===== src/rtl/mod_counter_pkg.sv =====
// Shared types and step arithmetic for the programmable modulo counter.
// The step function works on a fixed 32-bit container so one package serves every WIDTH.
package mod_counter_pkg;

  localparam int MAX_W = 32;

  typedef logic [MAX_W-1:0] cnt_t;

  typedef enum logic [1:0] {
    MODE_WRAP     = 2'b00,
    MODE_SAT      = 2'b01,
    MODE_ONESHOT  = 2'b10,
    MODE_WRAP_ALT = 2'b11
  } mode_e;

  typedef enum logic [1:0] {
    DIR_NONE = 2'b00,
    DIR_UP   = 2'b01,
    DIR_DOWN = 2'b10
  } dir_e;

  typedef struct packed {
    cnt_t count;
    logic boundary;
    logic running;
  } step_t;

  // Conflicting requests cancel each other: no step and no terminal count.
  function automatic dir_e decode_dir(input logic up, input logic down);
    dir_e dir;
    dir = DIR_NONE;
    if (up && !down) dir = DIR_UP;
    else if (down && !up) dir = DIR_DOWN;
    return dir;
  endfunction

  // me is the effective modulus and is always >= 1, so me-1 never underflows.
  function automatic step_t next_count(input cnt_t count, input cnt_t me, input dir_e dir,
                                       input mode_e mode, input logic running);
    step_t res;
    logic  at_bound;
    res.count    = count;
    res.boundary = 1'b0;
    res.running  = running;
    at_bound     = (dir == DIR_UP) ? (count == me - cnt_t'(1)) : (count == '0);
    if (dir != DIR_NONE && !(mode == MODE_ONESHOT && !running)) begin
      if (at_bound) begin
        res.boundary = 1'b1;
        case (mode)
          MODE_SAT:     res.count = count;
          MODE_ONESHOT: res.running = 1'b0;
          default:      res.count = (dir == DIR_UP) ? '0 : me - cnt_t'(1);
        endcase
      end else begin
        res.count = (dir == DIR_UP) ? count + cnt_t'(1) : count - cnt_t'(1);
      end
    end
    return res;
  endfunction

endpackage


===== src/rtl/mod_counter_prog.sv =====
// Programmable modulo up/down counter with WRAP/SATURATE/ONESHOT modes,
// terminal-count pulse, sticky overflow flag and compare-match output.
module mod_counter_prog
  import mod_counter_pkg::*;
#(
  parameter int WIDTH       = 12,
  parameter int DEFAULT_MOD = 4000
) (
  input  logic             i_clk,
  input  logic             i_reset_n,
  input  logic             i_ce,
  input  logic             i_clr,
  input  logic             i_load,
  input  logic [WIDTH-1:0] i_load_data,
  input  logic             i_up,
  input  logic             i_down,
  input  logic [1:0]       i_mode,
  input  logic             i_mod_we,
  input  logic [WIDTH-1:0] i_mod_data,
  input  logic             i_cmp_we,
  input  logic [WIDTH-1:0] i_cmp_data,
  input  logic             i_ovf_clr,
  output logic [WIDTH-1:0] o_count,
  output logic [WIDTH-1:0] o_modulus,
  output logic             o_tc,
  output logic             o_match,
  output logic             o_ovf,
  output logic             o_running
);

  localparam logic [WIDTH-1:0] L_ONE     = WIDTH'(1);
  localparam logic [WIDTH-1:0] L_DEF_MOD = WIDTH'(DEFAULT_MOD);

  logic [WIDTH-1:0] r_count;
  logic [WIDTH-1:0] r_modulus;
  logic [WIDTH-1:0] r_cmp;
  logic             r_tc;
  logic             r_ovf;
  logic             r_running;

  logic [WIDTH-1:0] w_me;
  logic [WIDTH-1:0] w_me_new;
  logic [WIDTH-1:0] w_load_clamped;
  logic [WIDTH-1:0] w_count_next;
  logic [WIDTH-1:0] w_count_final;
  logic             w_running_next;
  logic             w_tc_next;
  dir_e             w_dir;
  mode_e            w_mode;
  step_t            w_step;

  // A zero modulus behaves as modulus 1 so the count is pinned at 0.
  assign w_me     = (r_modulus == '0) ? L_ONE : r_modulus;
  assign w_me_new = (i_mod_data == '0) ? L_ONE : i_mod_data;

  assign w_dir  = decode_dir(i_up, i_down);
  assign w_mode = mode_e'(i_mode);
  assign w_step = next_count(cnt_t'(r_count), cnt_t'(w_me), w_dir, w_mode, r_running);

  assign w_load_clamped = (i_load_data > w_me - L_ONE) ? (w_me - L_ONE) : i_load_data;

  always_comb begin
    w_count_next   = r_count;
    w_running_next = r_running;
    w_tc_next      = 1'b0;
    if (i_ce) begin
      if (i_clr) begin
        w_count_next   = '0;
        w_running_next = 1'b0;
      end else if (i_load) begin
        w_count_next   = w_load_clamped;
        w_running_next = 1'b1;
      end else begin
        w_count_next   = WIDTH'(w_step.count);
        w_running_next = w_step.running;
        w_tc_next      = w_step.boundary;
      end
    end
  end

  // A shrinking modulus folds an out-of-range count back to 0 without a terminal count.
  always_comb begin
    w_count_final = w_count_next;
    if (i_mod_we && (w_count_next >= w_me_new)) w_count_final = '0;
  end

  always_ff @(posedge i_clk or negedge i_reset_n) begin
    if (!i_reset_n) begin
      r_count   <= '0;
      r_modulus <= L_DEF_MOD;
      r_cmp     <= '0;
      r_tc      <= 1'b0;
      r_ovf     <= 1'b0;
      r_running <= 1'b0;
    end else begin
      r_count   <= w_count_final;
      r_running <= w_running_next;
      r_tc      <= w_tc_next;
      if (i_mod_we) r_modulus <= i_mod_data;
      if (i_cmp_we) r_cmp <= i_cmp_data;
      if (w_tc_next) r_ovf <= 1'b1;
      else if (i_ovf_clr) r_ovf <= 1'b0;
    end
  end

  assign o_count   = r_count;
  assign o_modulus = r_modulus;
  assign o_tc      = r_tc;
  assign o_match   = (r_count == r_cmp);
  assign o_ovf     = r_ovf;
  assign o_running = r_running;

endmodule


===== config.mk =====
export PLATFORM = sky130hd
export DESIGN_NAME = mod_counter_prog
export DESIGN_NICKNAME = d
export VERILOG_FILES = /design/src/rtl/mod_counter_pkg.sv /design/src/rtl/mod_counter_prog.sv
export SDC_FILE = /design/constraint.sdc
export NUM_CORES = 1
export LEC_CHECK = 0
export ABC_AREA = 0
export CORE_UTILIZATION = 59
export DETAILED_ROUTE_END_ITERATION = 8
export GPL_ROUTABILITY_DRIVEN = 1
export PLACE_DENSITY = 0.88
export SYNTH_ARGS = -nofsm -noshare
export SYNTH_HDL_FRONTEND = slang
export SYNTH_SLANG_ARGS = --single-unit

===== constraint.sdc =====
create_clock -name i_clk -period 11.88 [get_ports i_clk]
set_input_delay 1.782 -clock i_clk [delete_from_list [all_inputs] [get_ports i_clk]]
set_output_delay 1.782 -clock i_clk [all_outputs]
set_load 0.02 [all_outputs]

# ---- After elaboration in Yosys (flattened, before gate mapping)
# Index checks and enable logic that the tools add are counted.
# Widths: inputs -> output; s select.
dict set report op_classes {
  addsub 4
  order_cmp 2
  n_eq_ne 5
  mux 24
  reduce_logical 19
}
# op count
set op_table {}
lappend op_table {{$mux 12} 11}
lappend op_table {{$logic_not 12->1} 3}
lappend op_table {{$eq 12x32->1} 1}
lappend op_table {{$sub 12x1->12 const B} 2}
lappend op_table {{$mux 14} 1}
lappend op_table {{$sub 12x1->13 const B} 1}
lappend op_table {{$add 12x1->12 const B} 1}
lappend op_table {{$eq 12x12->1} 1}
lappend op_table {{$ge 12x12->1} 1}
lappend op_table {{$gt 12x12->1} 1}
lappend op_table {{$mux 1} 9}
lappend op_table {{$reduce_bool 3->1} 3}
lappend op_table {{$mux 2} 3}
lappend op_table {{$logic_and 1x1->1} 5}
lappend op_table {{$eq 2x1->1 const B} 2}
lappend op_table {{$logic_not 1->1} 4}
lappend op_table {{$reduce_and 4->1} 1}
lappend op_table {{$reduce_bool 2->1} 2}
lappend op_table {{$eq 2x2->1 const B} 1}
lappend op_table {{$reduce_or 2->1} 1}
dict set report word_totals {
  regBits 39
  inputBits 48
  output_inout_bits 28
}

# ---- Logic depth before layout (Yosys ltp)
# Gate-level depths: netlist of run 1.
dict set report logic_depth {
  ltp_word 15
  mapped_depth 29
  ltp_nobuf 25
}

# ---- Worst setup path after synthesis of run 1
# No wires, ideal clock.
dict set report synth_path {
  kind {flip-flop to flip-flop}
  startpoint {register r_modulus[5] (netlist: o_modulus[5])}
  endpoint {register r_count[11] (netlist: o_count[11])}
  setup_ps 123
  arrival_ps 5918
  required_ps 11757
  slack_ps 5839
  stages_incl_launch_ff 29
  path_cell_list {dfstp_2 -> buf_2 -> or3_1 -> buf_2 -> o41ai_4 -> inv_1 -> ha_1 -> or3b_2 -> clkbuf_1 -> nor4_1 -> xnor2_1 -> ha_1 -> nand4_1 -> nor2_1 -> nand2_1 -> nor3_1 -> nor2_1 -> clkbuf_1 -> o211ai_1 -> nand4_1 -> ha_1 -> nand2_1 -> nor4_1 -> o221ai_1 -> a21boi_0 -> clkbuf_1 -> a21oi_1 -> a31oi_1 -> nor3b_1}
}
dict set report synth_between {
  elab_chain_len 13
  elab_cells_between_ends 18
}
# element line
set synth_lines {}
lappend synth_lines {{start: declaration} mod_counter_prog.sv:35} ;# logic [WIDTH-1:0] r_modulus;
lappend synth_lines {{start signal: assignment} mod_counter_prog.sv:99} ;# if (i_mod_we) r_modulus <= i_mod_data;
lappend synth_lines {{$logic_not 12->1} mod_counter_prog.sv:53} ;# assign w_me = (r_modulus == '0) ? L_ONE : r_modulus;
lappend synth_lines {{$mux 12 *} mod_counter_prog.sv:53}
lappend synth_lines {{parallel branches: the longest is 5 deep, another holds $sub 12x1->12} n/a}
lappend synth_lines {{$mux 12 *} mod_counter_prog.sv:70} ;# end else if (i_load) begin
lappend synth_lines {{$mux 12 *} mod_counter_prog.sv:67} ;# if (i_clr) begin
lappend synth_lines {{$mux 12 *} mod_counter_prog.sv:66} ;# if (i_ce) begin
lappend synth_lines {{$ge 12x12->1} mod_counter_prog.sv:84} ;# if (i_mod_we && (w_count_next >= w_me_new)) w_count_final = '0;
lappend synth_lines {{$logic_and 1x1->1} mod_counter_prog.sv:84}
lappend synth_lines {{$mux 12 *} mod_counter_prog.sv:84}
lappend synth_lines {{net w_count_final[11]} mod_counter_prog.sv:45} ;# logic [WIDTH-1:0] w_count_final;
lappend synth_lines {{end signal: assignment} mod_counter_prog.sv:96} ;# r_count <= w_count_final;
lappend synth_lines {{end: declaration} mod_counter_prog.sv:34} ;# logic [WIDTH-1:0] r_count;
# Mark *: on every way through the listed nets, which the timed path passes. The select of a mux whose other input is x is not followed.
# A chain may end at the register's enable or synchronous reset.

# ---- Worst setup path in the final report of run 1
dict set report layout_path {
  startpoint {register r_modulus[4] (netlist: o_modulus[4])}
  endpoint {register r_count[11] (netlist: o_count[11])}
}
# Same word-level chain as after synthesis.

==> reports/qor.csv, run 1 <==
metric,value,unit
vias,4615,
fillers,576,
yosys_warnings,0,
p_switching,317,uW
yosysSeqAreaShare,22.4,%
period_needed,7.11,ns
start_util,60.8,%
slew_violations,0,
final.period_utilization,59.8,%
drt_first_iter_violations,544,
die-area,7780,um2
ir_drop,71.3,uV
cts_max_level,2,
cts.clk_slew.worst_paths,0.09,ns
clockBufferDepth,2,
setup_viol,0,
worst-path-buf-inv,3,
p_leak,0.00209,uW
core_area,7210,um2
reg2reg_slack,4.77,ns
crit_path_end_kind,flop,
placed_cells,675,
multi_input_area,3100,um2
setup_tns,0,ns
synth_area,4380,um2
async_flop_share,100,%
antennaDiodeCount,0,
cts_resized,0,
regArea,983,um2
syn-instance-count,534,
path_max_fanout,17,
cts_tree,done,
worst_setup_path_start_kind,flop,
postSynthAreaPerCell,8.21,um2
worst_pin_slew,0.989,ns
layout_setup_ws,4.77,ns
boundaryPins,76,
dieHeight,88.2,um
required,12.10,ns
clk_latency,0.30,ns
final_cells,683,
cts.sink_count,39,
synth_most_common_cell,nand2_1,
cp_top_family,simple AND/OR/NAND/NOR gates,
rows,31,
hold_violations,0,
dr.pass1.iters,7,
cap_viol_max_count,0,
swShare,45.3,%
die_w,88.2,um
synth_ff_type,dfrtp_1,
grt_pass1_wl,22500,um
grt_start_max_net_pins,40,
p_seq_share,30.3,%
cts_buffers,5,
post_cts_buffers,0,
place_ws,5.02,ns
synthTopCellsByArea,"dfrtp_1, ha_1, mux2_2",
antenna_found_initial,0,
grt_overflow,0,
status,completed,
skew,0.0130,ns
grt_pass1_vias,4218,
wl,15200,um
drc,0,
crit_type,reg -> reg,
ant_nets,0,
internal_power,383,uW
arrival,7.33,ns
drive_gt1_share,10.4,%
syn2layout_area_growth,19.3,%
nets,669,
power_frac_clock,17.1,%
crit_slowest_cell,nor2_1,
via_per_inst,6.76,
ys_ff_latch,39,
port-buffer-count,75,
yosysTopAreaCell,dfrtp_1,
synth_commonest_cells,"nand2_1, ha_1, inv_1",
synth_top_area_share,18.8,%
max_stage_delay,0.78,ns
cpMostUsedCell,ha_1,
gp_congestion,1.02,
relSlewSlack,33.8,%
root_buffer,clkbuf_8,
synthesis.nets,620,
power_density,134,nW/um2
dp_hpwl,11700,um
fmax,141,MHz
wl_per_cell,22.2,um
comb_power_share,52.6,%
rsz0062_at_grt,no,
synth_edf_count,0,
synth.distinct_cells,76,
grt_usage,39.3,%
hold_buffers,0,
min_path_type,reg -> reg,
worst paths after layout:
| kind | startpoint | to | cells past startpoint |
|---|---|---|---|
| setup reg to reg | o_modulus[4] | o_count[11] | 25 |
| min in group asynchronous | i_reset_n | o_tc | 1 |
| max in group asynchronous | i_reset_n | o_modulus[0] | 1 |
| hold / removal | r_cmp[8] | r_cmp[8] | 1 |
| setup / recovery | o_modulus[4] | o_count[11] | 25 |
| hold reg to reg | r_cmp[8] | r_cmp[8] | 1 |
power by group through the flow:
stage / registers [uW] / clock network (uW) / logic [uW]
floorplan: 185 / 0 / 254
global placement: 210 / 0 / 348
detailed placement: 211 / 0 / 357
CTS: 208 / 120 / 360
global route: 212 / 126 / 396
finish: 212 / 119 / 369
placed cells by master (no fill, tap or decap), types with 4 or more instances in the layout:
cell / Yosys / final
o21ai_0: 16 / 16
clkbuf_8: 0 / 5
a21oi_1: 25 / 25
xor2_1: 4 / 4
a31oi_1: 8 / 8
a22oi_1: 5 / 5
dfrtp_1: 33 / 33
ha_1: 37 / 37
nor3_1: 16 / 16
nand4_1: 12 / 12
o2111ai_1: 4 / 4
xnor2_1: 25 / 25
or3_1: 8 / 8
a211oi_1: 8 / 8
dfstp_2: 6 / 6
o21a_1: 5 / 5
nand2b_1: 9 / 9
and2_1: 8 / 8
nor4_1: 13 / 13
mux2_2: 21 / 21
o211ai_1: 11 / 11
o31ai_1: 11 / 11
nand2_1: 46 / 46
clkdlybuf4s50_1: 0 / 74
nor2_1: 32 / 32
nand3_1: 19 / 19
inv_1: 35 / 35
nor2b_1: 6 / 6
metal layers:
layer  GRT usage, %  up-vias  routed length [um]
met2           61.8      345                6840
met4           21.6        0                 823
met5              0        -                   0
met3           8.58       71                1730
met1           50.2     2117                5770
li1               -     2082                   -
state kept, by name, indices dropped and copies added (netlist names):
signal,count
o_modulus,12
o_tc,1
o_count,12
o_running,1
o_ovf,1
r_cmp,12
area by class of cell:
cell class	count	area share, %
Inverter	36	2.58
Clock buffer	5	1.32
Tap cell	99	2.37
Timing Repair Buffer	78	14.7
Sequential cell	39	18.8
Clock inverter	3	0.885
Multi-Input combinational cell	423	59.4
cell families after synthesis:
logic type                 after synthesis  synth area share, %
adders and majority gates               38                 11.0
and+or+nand+nor                        198                 24.4
muxes                                   23                 5.85
DFF                                     39                 22.4
buffers and inverters                   72                 6.74
AOI/OAI and AO/OA                      132                 22.2
xor gates and xnor gates                32                 7.34
metrics by stage:
stage / hold WS, ns / utilization [%] / total power [uW] / cell area (um2)
finish: 0.538 / 72.5 / 700 / 5230
global route: 0.549 / 72.5 / 734 / 5230
CTS: 0.541 / 72.5 / 688 / 5230
detailed placement: 0.520 / 70.9 / 568 / 5110
global placement: 0.515 / 70.9 / 558 / 5110
floorplan: 0.502 / - / 439 / 4380
Power figures use the tool's default switching activity.
==> run 2, diff against run 1 <==
Settings changed: CORE_UTILIZATION 59 to 49, PLACE_DENSITY 0.88 to 0.78.
Clock period 11.88 ns to 6.48 ns, I/O delays scaled along.
==> reports/qor.csv, run 2 (synthesized netlist as in run 1, its figures left out) <==
metric,value,unit,change
status,completed,,
grt_pass1_vias,4233,,+0.36%
drive_gt1_share,13.2,%,+2.7 points
drt_first_iter_violations,363,,-33%
path_max_fanout,11,,-6
antennaDiodeCount,0,,unchanged
hold_violations,0,,unchanged
final.period_utilization,94.7,%,+35 points
power_density,233,nW/um2,+74%
ant_nets,0,,unchanged
final_cell_mix,"clkdlybuf4s50_1, nand2_1, ha_1",,
cts.sink_count,39,,unchanged
clockBufferDepth,2,,unchanged
slew_violations,0,,unchanged
dp_hpwl,11900,um,+1.9%
die-area,9330,um2,+20%
fmax,163,MHz,+16%
core_area,8680,um2,+20%
port-buffer-count,75,,unchanged
rows,34,,+9.7%
start_util,50.5,%,-10 points
clk_latency,0.30,ns,about the same
p_leak,0.00215,uW,+3.1%
arrival,6.33,ns,-1.00 ns
antenna_found_initial,0,,unchanged
wl_per_cell,21.7,um,-2.0%
crit_type,reg -> reg,,
drc,0,,unchanged
grt_pass1_wl,23200,um,+3.0%
layout_setup_ws,0.346,ns,-4.43 ns
worst_pin_slew,0.968,ns,-0.0215 ns
boundaryPins,76,,unchanged
cts_buffers,5,,unchanged
root_buffer,clkbuf_8,,
grt_usage,33.8,%,-5.5 points
min_to,o_ovf,,
relSlewSlack,35.5,%,+1.7 points
fillers,768,,+33%
min_from,o_ovf,,
dr.pass1.iters,5,,-2
min_path_type,reg -> reg,,
hold_slack,0.531,ns,-0.00710 ns
p_seq_share,30.4,%,about the same
cap_viol_max_count,0,,unchanged
syn2layout_area_growth,22.1,%,
dieHeight,96.6,um,+9.5%
gp_congestion,0.923,,-9.4%
worst_setup_path_start_kind,flop,,
power_frac_clock,13.8,%,-3.3 points
r2r_cells,25,,unchanged
hold_buffers,0,,unchanged
via_per_inst,6.52,,-3.5%
crit_path_end_kind,flop,,
die_w,96.6,um,+9.5%
wl,15400,um,+1.4%
design_area,5350,um2,+2.3%
cts_max_level,2,,unchanged
cts_tree,done,,
period_needed,6.13,ns,-0.972 ns
place_ws,0.167,ns,-4.86 ns
mostFrequentLayoutCell,clkdlybuf4s50_1,,
grt_start_max_net_pins,40,,unchanged
ir_drop,120,uV,+68%
cts.clk_slew.worst_paths,0.09,ns,about the same
p_switching,573,uW,+81%
dpl_cell_area,5220,um2,+2.1%
grt_overflow,0,,unchanged
reg2reg_slack,0.35,ns,-4.43 ns
vias,4609,,-0.13%
nets,684,,+2.2%
comb_power_share,55.8,%,+3.2 points
skew,0.00663,ns,-0.00641 ns
required,6.67,ns,-5.43 ns
setup_tns,0,ns,unchanged
reg2reg_to,o_count[11],,
worstReg2RegStart,o_modulus[0],,
hold_depth,2,,+1
internal_power,676,uW,+76%
setup_viol,0,,unchanged
swShare,45.9,%,+0.63 points
[run 2: changes by cell type in the layout (fill, tap and decap cells not counted), sizes merged]
cell | previous run | this run
buf | 4 | 19
bufinv | 1 | 0
clkbuf | 5 | 6
clkinv | 1 | 2
inv | 36 | 35
[run 2: power by group through the flow]
stage          clock network (uW)  logic (uW)  registers [uW]
3_3_place_gp                    0         661             377
4_1_cts                       172         677             375
2_1_floorplan                   0         466             340
6_report                      173         697             380
3_5_place_dp                    0         672             380
5_1_grt                       183         751             383
[run 2: through the flow]
step / utilization, % / std cells / power [uW]
2_1_floorplan: - / 534 / 805
3_3_place_gp: 60.2 / 697 / 1040
3_5_place_dp: 60.2 / 697 / 1050
4_1_cts: 61.2 / 705 / 1220
5_1_grt: 61.6 / 707 / 1320
6_report: 61.6 / 707 / 1250
[run 2: how the worst max path moves through the flow]
| stage | start | to | depth (start not counted) |
|---|---|---|---|
| 3_3_place_gp | o_modulus[0] | o_count[11] | 27 |
| 6_report | o_modulus[0] | o_count[11] | 25 |
| 3_5_place_dp | o_modulus[8] | o_count[11] | 25 |
| 2_1_floorplan | o_modulus[5] | o_count[11] | 28 |
| 5_1_grt | o_modulus[10] | o_count[11] | 26 |
| 4_1_cts | o_modulus[8] | o_count[11] | 25 |
[run 2: per-layer routing]
metal  up-vias  wire length, um  track usage, %
met5         -                0            2.38
met4         0              668            14.7
met3        66             1200            7.28
met2       239             7100            53.3
met1      2184             6400            44.2
li1       2120                -               -
[run 2: cell type report]
type	count	area [um2]	share of cell area [%]
multi-input combinational	423	3130	58.5
sequential	39	983	18.4
tap	108	135	2.53
timing repair buffer	93	881	16.5
inverter	36	135	2.53
clock inverter	2	12.5	0.234
clock buffer	6	72.6	1.36
[run 2: worst max-delay path, stage by stage (launching register included)]
cell      delay [ns]
dfrtp_1         0.44
or4_1           0.61
o41ai_4         0.39
inv_1           0.16
ha_1            0.30
or3b_2          0.32
nor2_1          0.10
xnor2_2         0.25
ha_1            0.30
o21ai_0         0.15
nor2_1          0.06
o31ai_1         0.29
o211a_1         0.27
buf_4           0.14
o31ai_1         0.07
a22oi_1         0.27
nand3_1         0.26
ha_1            0.36
a211oi_1        0.06
nor4_1          0.27
o221ai_1        0.17
a21boi_0        0.21
buf_4           0.22
inv_1           0.08
a31oi_1         0.17
nor3b_1         0.08
[run 2: repair_timing]
action,CTS,global route
buffers inserted,0,2
endpoints found under the hold margin,0,0
setup endpoints to repair,0,12
resized for setup,0,5
==> run 3, diff against run 2 <==
Settings changed: CORE_MARGIN from default to 4.
==> reports/qor.csv, run 3 (synthesized netlist as in run 1, its figures left out) <==
metric,value,unit,change
mostFrequentLayoutCell,clkdlybuf4s50_1,,
cp_top_family,simple AND/OR/NAND/NOR gates,,
period_needed,6.16,ns,+0.0223 ns
grt_pass1_vias,4522,,+6.8%
root_buffer,clkbuf_8,,
grt_pass1_wl,23400,um,+1.1%
ir_drop,130,uV,+8.2%
design_area,5380,um2,+0.56%
antennaDiodeCount,0,,unchanged
setup_viol,0,,unchanged
cts.sink_count,39,,unchanged
p_leak,0.00217,uW,+0.83%
relSlewSlack,39.5,%,+4.0 points
vias,4543,,-1.4%
finalCoreUtilization,61.7,%,about the same
crit_path_end_kind,flop,,
port-buffer-count,75,,unchanged
layout_setup_ws,0.324,ns,-0.0223 ns
cts.clk_slew.worst_paths,0.09,ns,about the same
drc,0,,unchanged
cts_tree,done,,
cap_viol_max_count,0,,unchanged
dieHeight,103,um,+6.2%
cts_resized,0,,unchanged
start_util,50.3,%,-0.25 points
place_ws,0.196,ns,+0.0294 ns
drive_gt1_share,12.8,%,-0.39 points
placed_cells,694,,-0.43%
fmax,162,MHz,-0.36%
drt_first_iter_violations,338,,-6.9%
crit_type,reg -> reg,,
cts_buffers,5,,unchanged
grt_usage,29.0,%,-4.8 points
dpl_cell_area,5200,um2,-0.43%
clockBufferDepth,2,,unchanged
boundaryPins,76,,unchanged
use_met3,5.82,%,-1.5 points
dp_hpwl,11500,um,-3.6%
path_max_fanout,11,,unchanged
clk_latency,0.31,ns,about the same
final_cells,702,,-0.71%
crit_start,o_modulus[0],,
final_cell_mix,"clkdlybuf4s50_1, nand2_1, ha_1",,
grt_start_max_net_pins,40,,unchanged
dr.pass1.iters,5,,unchanged
max_stage_delay,0.61,ns,about the same
required,6.69,ns,+0.02 ns
cts_max_level,2,,unchanged
die_w,103,um,+6.2%
syn2layout_area_growth,22.8,%,
die-area,10500,um2,+13%
min_path_type,reg -> reg,,
hold_buffers,0,,unchanged
grt_overflow,0,,unchanged
worst_pin_slew,0.900,ns,-0.0678 ns
post_cts_buffers,0,,unchanged
core_area,8720,um2,+0.49%
worst-path-buf-inv,3,,-1
rows,34,,unchanged
slew_violations,0,,unchanged
grt.busiest_layer,met2,,
final.period_utilization,95.0,%,+0.34 points
skew,0.00822,ns,+0.00159 ns
wl_per_cell,21.4,um,-1.5%
antenna_found_initial,0,,unchanged
power_density,245,nW/um2,+5.0%
worstReg2RegStart,o_modulus[0],,
worst_setup_path_start_kind,flop,,
status,completed,,
gp_congestion,0.984,,+6.6%
crit_slowest_cell,or4_1,,
via_per_inst,6.47,,-0.73%
cpMostUsedCell,ha_1,,
hold_violations,0,,unchanged
arrival,6.37,ns,+0.04 ns
min_from,o_ovf,,
grtUsageMet1,38.3,%,-5.9 points
use_met2,47.2,%,-6.1 points
wl,15000,um,-2.2%
nets,679,,-0.73%
ant_nets,0,,unchanged
run 3: cell types whose count changed in the layout (fill, tap and decap cells not counted), sizes merged:
cell / change
buf: -5
bufinv: +2
clkbuf: -1
clkinv: -1
clkinvlp: -1
inv: +1
run 3: layout make-up:
| class | instances | area [um2] |
|---|---|---|
| fill | 750 | 3340 |
| multi-input combinational | 423 | 3140 |
| sequential | 39 | 983 |
| timing repair buffer | 88 | 843 |
| inverter | 36 | 135 |
| tap | 108 | 135 |
| clock inverter | 3 | 71.3 |
| clock buffer | 5 | 68.8 |
run 3: worst paths after layout:
check	slack [ns]	to	cells after the start
setup reg to reg	0.32	o_count[11]	25
hold reg to reg	0.53	o_ovf	2
hold / removal	0.53	o_ovf	2
setup / recovery	0.32	o_count[11]	25
max in group asynchronous	5.14	o_modulus[1]	1
min in group asynchronous	0.78	o_tc	1
run 3: where the power goes:
group / switching [uW] / internal, uW
combinational: 369 / 317
sequential: 97.0 / 278
clock: 102 / 156
total: 568 / 751
run 3: per-stage QoR:
| step | setup TNS [ns] | total power, uW | hold slack, ns |
|---|---|---|---|
| CTS | 0 | 1300 | 0.537 |
| global route | -0.00549 | 1400 | 0.563 |
| detailed placement | 0 | 1040 | 0.521 |
| finish | 0 | 1320 | 0.532 |
| floorplan | 0 | 805 | 0.502 |
| global placement | 0 | 1030 | 0.512 |
run 3: worst reg2reg max path, delay by kind of cell (launching register included):
kind	cells	cell delay (ns)
XOR/XNOR	1	0.18
AND/OR/NAND/NOR	9	1.93
adder cells (fa/ha/maj)	3	0.95
multiplexers	1	0.21
buffers and inverters	3	0.47
AO/OA/AOI/OAI	8	1.88
flip-flops	1	0.45
run 3: layer usage:
layer | wire [um] | vias to the layer above
met3 | 1470 | 53
met2 | 6870 | 276
met1 | 6140 | 2115
met5 | 0 | -
li1 | - | 2099
met4 | 558 | 0
